==> src/rtl/weight_loader_if.sv <==
// weight_loader_if: upstream word stream, column-buffer write bus and load status
interface weight_loader_if #(
  parameter int SYS_COLS   = 4,
  parameter int W_BITWIDTH = 8
);
  logic                  start;
  logic                  i_valid;
  logic [W_BITWIDTH-1:0] i_data;
  logic                  i_ready;
  logic [SYS_COLS-1:0]   full;
  logic [SYS_COLS-1:0]   o_wr_en;
  logic [W_BITWIDTH-1:0] o_wr_data;
  logic                  busy;
  logic                  done;
  modport master (
    output start, i_valid, i_data, full,
    input  i_ready, o_wr_en, o_wr_data, busy, done
  );
  modport slave (
    input  start, i_valid, i_data, full,
    output i_ready, o_wr_en, o_wr_data, busy, done
  );
endinterface

==> src/rtl/weight_loader.sv <==
// weight_loader: streams SYS_COLS*W_ROWS weight words column-major into per-column buffers
module weight_loader #(
  parameter int SYS_COLS   = 4,
  parameter int W_BITWIDTH = 8,
  parameter int W_ROWS     = 3
) (
  input logic           clk,
  input logic           rst,
  weight_loader_if.slave bus
);
  localparam int CW = SYS_COLS > 1 ? $clog2(SYS_COLS) : 1;
  localparam int RW = W_ROWS > 1 ? $clog2(W_ROWS) : 1;
  typedef enum logic [1:0] {IDLE, LOAD, DONE} state_t;
  state_t        state;
  logic [RW-1:0] row_cnt;
  logic [CW-1:0] col_cnt;
  logic          acc;
  logic          last_row;
  logic          last_col;
  assign bus.i_ready   = (state == LOAD) && !bus.full[col_cnt];
  assign acc           = bus.i_valid && bus.i_ready;
  assign bus.o_wr_en   = acc ? SYS_COLS'(1) << col_cnt : '0;
  assign bus.o_wr_data = acc ? bus.i_data : '0;
  assign bus.busy      = state == LOAD;
  assign bus.done      = state == DONE;
  assign last_row      = row_cnt == RW'(W_ROWS - 1);
  assign last_col      = col_cnt == CW'(SYS_COLS - 1);
  always_ff @(posedge clk or posedge rst) begin
    if (rst) begin
      state   <= IDLE;
      row_cnt <= '0;
      col_cnt <= '0;
    end else begin
      case (state)
        IDLE: if (bus.start) begin
          state   <= LOAD;
          row_cnt <= '0;
          col_cnt <= '0;
        end
        LOAD: if (acc) begin
          row_cnt <= last_row ? '0 : row_cnt + 1'b1;
          if (last_row) begin
            col_cnt <= last_col ? '0 : col_cnt + 1'b1;
            state   <= last_col ? DONE : LOAD;
          end
        end
        default: state <= IDLE;
      endcase
    end
  end
endmodule

==> src/flat_wrapper.sv <==
// flat-port wrapper written by rule: the top's interface ports become plain ports
module weight_loader_flat 
#(
  parameter int SYS_COLS   = 4,
  parameter int W_BITWIDTH = 8,
  parameter int W_ROWS     = 3
)
  (clk, rst, bus_start, bus_i_valid, bus_i_data, bus_full, bus_i_ready, bus_o_wr_en, bus_o_wr_data, bus_busy, bus_done);
  weight_loader_if #(.SYS_COLS(SYS_COLS), .W_BITWIDTH(W_BITWIDTH)) bus_i ();
  input logic clk;
  input logic rst;
  input wire logic [$bits(bus_i.start)-1:0] bus_start;
  input wire logic [$bits(bus_i.i_valid)-1:0] bus_i_valid;
  input wire logic [$bits(bus_i.i_data)-1:0] bus_i_data;
  input wire logic [$bits(bus_i.full)-1:0] bus_full;
  output wire logic [$bits(bus_i.i_ready)-1:0] bus_i_ready;
  output wire logic [$bits(bus_i.o_wr_en)-1:0] bus_o_wr_en;
  output wire logic [$bits(bus_i.o_wr_data)-1:0] bus_o_wr_data;
  output wire logic [$bits(bus_i.busy)-1:0] bus_busy;
  output wire logic [$bits(bus_i.done)-1:0] bus_done;
  assign bus_i.start = bus_start;
  assign bus_i.i_valid = bus_i_valid;
  assign bus_i.i_data = bus_i_data;
  assign bus_i.full = bus_full;
  assign bus_i_ready = bus_i.i_ready;
  assign bus_o_wr_en = bus_i.o_wr_en;
  assign bus_o_wr_data = bus_i.o_wr_data;
  assign bus_busy = bus_i.busy;
  assign bus_done = bus_i.done;
  weight_loader #(.SYS_COLS(SYS_COLS), .W_BITWIDTH(W_BITWIDTH), .W_ROWS(W_ROWS)) u_core (.clk(clk), .rst(rst), .bus(bus_i));
endmodule
==> config.mk <==
export PLATFORM = sky130hd
export DESIGN_NAME = weight_loader_flat
export DESIGN_NICKNAME = d
export VERILOG_FILES = /design/src/rtl/weight_loader_if.sv /design/src/rtl/weight_loader.sv /design/src/flat_wrapper.sv
export SDC_FILE = /design/constraint.sdc
export NUM_CORES = 1
export LEC_CHECK = 0
export ABC_AREA = 1
export CAP_MARGIN = 20
export CORE_ASPECT_RATIO = 0.9
export CORE_UTILIZATION = 34
export DETAILED_ROUTE_END_ITERATION = 10
export PLACE_DENSITY = 0.74
export SETUP_SLACK_MARGIN = 0.4
export SKIP_LAST_GASP = 1
export SYNTH_ARGS = -nofsm -noshare
export SYNTH_HDL_FRONTEND = slang
export SYNTH_SLANG_ARGS = --single-unit
==> constraint.sdc <==
create_clock -name clk -period 1.3 [get_ports clk]
set_input_delay 0.26 -clock clk [delete_from_list [all_inputs] [get_ports clk]]
set_output_delay 0.26 -clock clk [all_outputs]
set_load 0.01 [all_outputs]
==> reports/qor.yml <==
power_and_ir_drop:
  p_per_area_nw_per_um2: 1550
  power_frac_seq: 0.186
  swShare: 0.430
  p_switching_mw: 0.713
  power.share.clock: 0.106
  internal_power_mw: 0.946
  total_power_mw: 1.66
  p_leak_nw: 0.579
  vdd_ir_drop_max_v: 0.00106
  pwr-share-comb: 0.707
timing:
  relSlewSlack: 0.834
  hold_violations: 0
  final_max_slew_viol_count: 0
  rsz0062_at_grt: "true"
  finalCriticalPeriod_ns: 1.75
  worst_pin_slew_ns: 0.249
  fmax_ghz: 0.570
  fin_tns_setup_ns: -6.01
  fin_skew_ns: 0.00419
  setup_ws_ns: -0.454
  setup_viol_count_final: 21
  finalCritPeriodShare: 1.35
route:
  vias: 701
  drc_errors: 0
  drtAntennaViolNets: 0
  drt-initial-drc-count: 7
  routedWlPerCell_um: 9.63
  dr.pass1.iters: 4
  via_per_inst: 4.38
  wl_mm: 1.54
floorplan:
  fp-row-count: 13
  die_w_um: 45.2
  coreArea_um2: 1510
  dieArea_um2: 1850
  ios: 31
  start_util: 0.378
  die_h_um: 40.9
place:
  gp_congestion: 0.719
  portBuffers: 30
  place_ws_ns: -0.839
  hpwlAfterDp_mm: 1.11
global_route:
  grt_use_total: 0.173
  grt_antenna_before_repair: 0
  overflow: 0
  grt_max_degree: 12
  grt_pass1_vias: 578
  grt_first_pass_wirelength_mm: 2.22
clocking:
  numCtsBuffers: 3
  clk_path_buf_depth: 2
  ctsHtreeMaxLevel: 1
  insertion_delay_ns: 0.25
  cts_hold_buf: 0
  cts.clk_slew.worst_paths_ns: 0.05
  tritoncts: "done"
  root_buffer: "clkbuf_4"
  clock_sinks: 6
synthesis:
  syn_area_um2: 572
  yosys.area_share.simple: 0.405
  synthMuxAreaShare: 0
  synthFlopType: "dfrtp_1"
  yosys.area_share.xor_xnor: 0
  async_reset_ff_frac: 1.00
  synth_top_family_by_area: "simple AND/OR/NAND/NOR gates"
  synth_edf_count: 0
  synth_fa_ha_area_frac: 0.0875
  ys_ff_latch: 6
  yosysWarnings: 0
  seq_area_frac_synth: 0.263
  yosysUniqueCellTypes: 18
  synth_area_per_cell_um2: 6.81
  synth-compound-area-share: 0.0744
  synth_cells: 84
  synth_fp_nets: 104
layout:
  area_growth_pct: 87.1
  layout-drive-gt1-share: 0.486
  final_cell_mix: "inv_1 (20), buf_4 (18), clkdlybuf4s50_1 (15)"
  seq_area_um2: 150
  n_antenna_cell: 0
  final_common_cell: "inv_1"
  final_nets: 160
  fillers: 143
  multi_input_area_um2: 354
setup_path:
  crit_top_cell: "nand2_2"
  worstSetupPathType: "reg2out"
  crit_path_start_kind: "register"
  worst-path-max-fanout: 11
  slowest_stage: "dfrtp_1"
  cp-end-kind: "output port"
  critical-path-max-stage-delay_ns: 0.41
  cpLargestDelayFamily: "simple AND/OR/NAND/NOR gates"
  cp_num_buf_inv: 3
  crit_required_ns: 1.04
  cp.arrival_ns: 1.49
  path_cells: "inv_2 -> nand2_1 -> nand3_2 -> nand2_2 -> nor2_4 -> nand2_2 -> buf_12 -> nor2_1 -> buf_2"
min_path:
  hold_class: "in2async"
status:
  failed_checks: "setup timing"
  outcome: "finished, violations left"
flow_run:
  drv_cap: 0
==> area by class of cell <==
type,instances,share of cell area
clock buffers,3,0.0211
repair buffers,52,0.399
flip-flops and latches,6,0.140
inverters,23,0.0830
well taps,22,0.0257
multi-input cells,54,0.331
==> worst paths after layout <==
path,startpoint,endpoint,slack (ns),cells after the start
max,u_core.col_cnt[0]$_DFFE_PP0P_,bus_o_wr_data[7],-0.45,9
min reg2reg,u_core.row_cnt[1]$_DFFE_PP0P_,u_core.row_cnt[1]$_DFFE_PP0P_,0.52,2
max reg2reg,u_core.col_cnt[0]$_DFFE_PP0P_,u_core.col_cnt[0]$_DFFE_PP0P_,-0.12,7
max in group asynchronous,rst,u_core.row_cnt[0]$_DFFE_PP0P_,0.87,2
min,rst,u_core.state[0]$_DFFE_PP0P_,0.23,2
min in group clk,u_core.row_cnt[1]$_DFFE_PP0P_,u_core.row_cnt[1]$_DFFE_PP0P_,0.52,2
==> metrics by stage <==
stage                     utilization  hold WS, ns  instances  cell area (um^2)
after global routing            0.707        0.266        160              1070
final                           0.707        0.230        160              1070
after detailed placement        0.680        0.484        150              1030
after CTS                       0.700        0.238        160              1060
after global placement          0.680        0.475        150              1030
after floorplan                     -       0.0510         84               587
==> sequential cells by signal, summed over array words and instances (netlist names) <==
| register | cells |
|---|---|
| u_core.state | 2 |
| u_core.row_cnt | 2 |
| u_core.col_cnt | 2 |
==> cell usage after synthesis, types with 2 or more instances <==
| cell | n | share of area |
|---|---|---|
| ha_1 | 4 | 0.088 |
| nand2_2 | 3 | 0.033 |
| nor2_1 | 8 | 0.053 |
| dfrtp_1 | 6 | 0.26 |
| nand2_1 | 15 | 0.098 |
| inv_1 | 22 | 0.14 |
| nor2_2 | 9 | 0.098 |
| nor2_4 | 2 | 0.039 |
| o21ai_1 | 2 | 0.018 |
| nand3_1 | 4 | 0.035 |
| nand4_1 | 2 | 0.022 |
==> repair_timing <==
item / in CTS / in global routing
gates resized for setup: 67 / 3
setup buffers: 7 / 0
setup endpoints to repair: 21 / 21
pin swaps: 6 / 5
==> power by group through the flow <==
stage	combinational [mW]	sequential [mW]	clock [mW]
finish	1.17	0.309	0.176
global route	1.29	0.321	0.187
CTS	1.16	0.304	0.180
detailed placement	1.16	0.310	0
global placement	1.13	0.308	0
floorplan	0.606	0.310	0
==> cell families (layout without fill, tap and decap cells) <==
kind of cell               count (synthesis)  count (layout)
adders and majority gates                  4               4
AOI/OAI and AO/OA                          5               5
DFF                                        6               6
and+or+nand+nor                           45              45
buffers and inverters                     24              78
==> metal layers <==
layer / vias up / GRT usage / part of all wire
li1: 358 / - / -
met1: 309 / 0.158 / 0.38
met2: 31 / 0.366 / 0.52
met3: 3 / 0.0352 / 0.093
met4: 0 / 0.0909 / 0.012
met5: - / 0 / 0
Power figures use the tool's default switching activity.
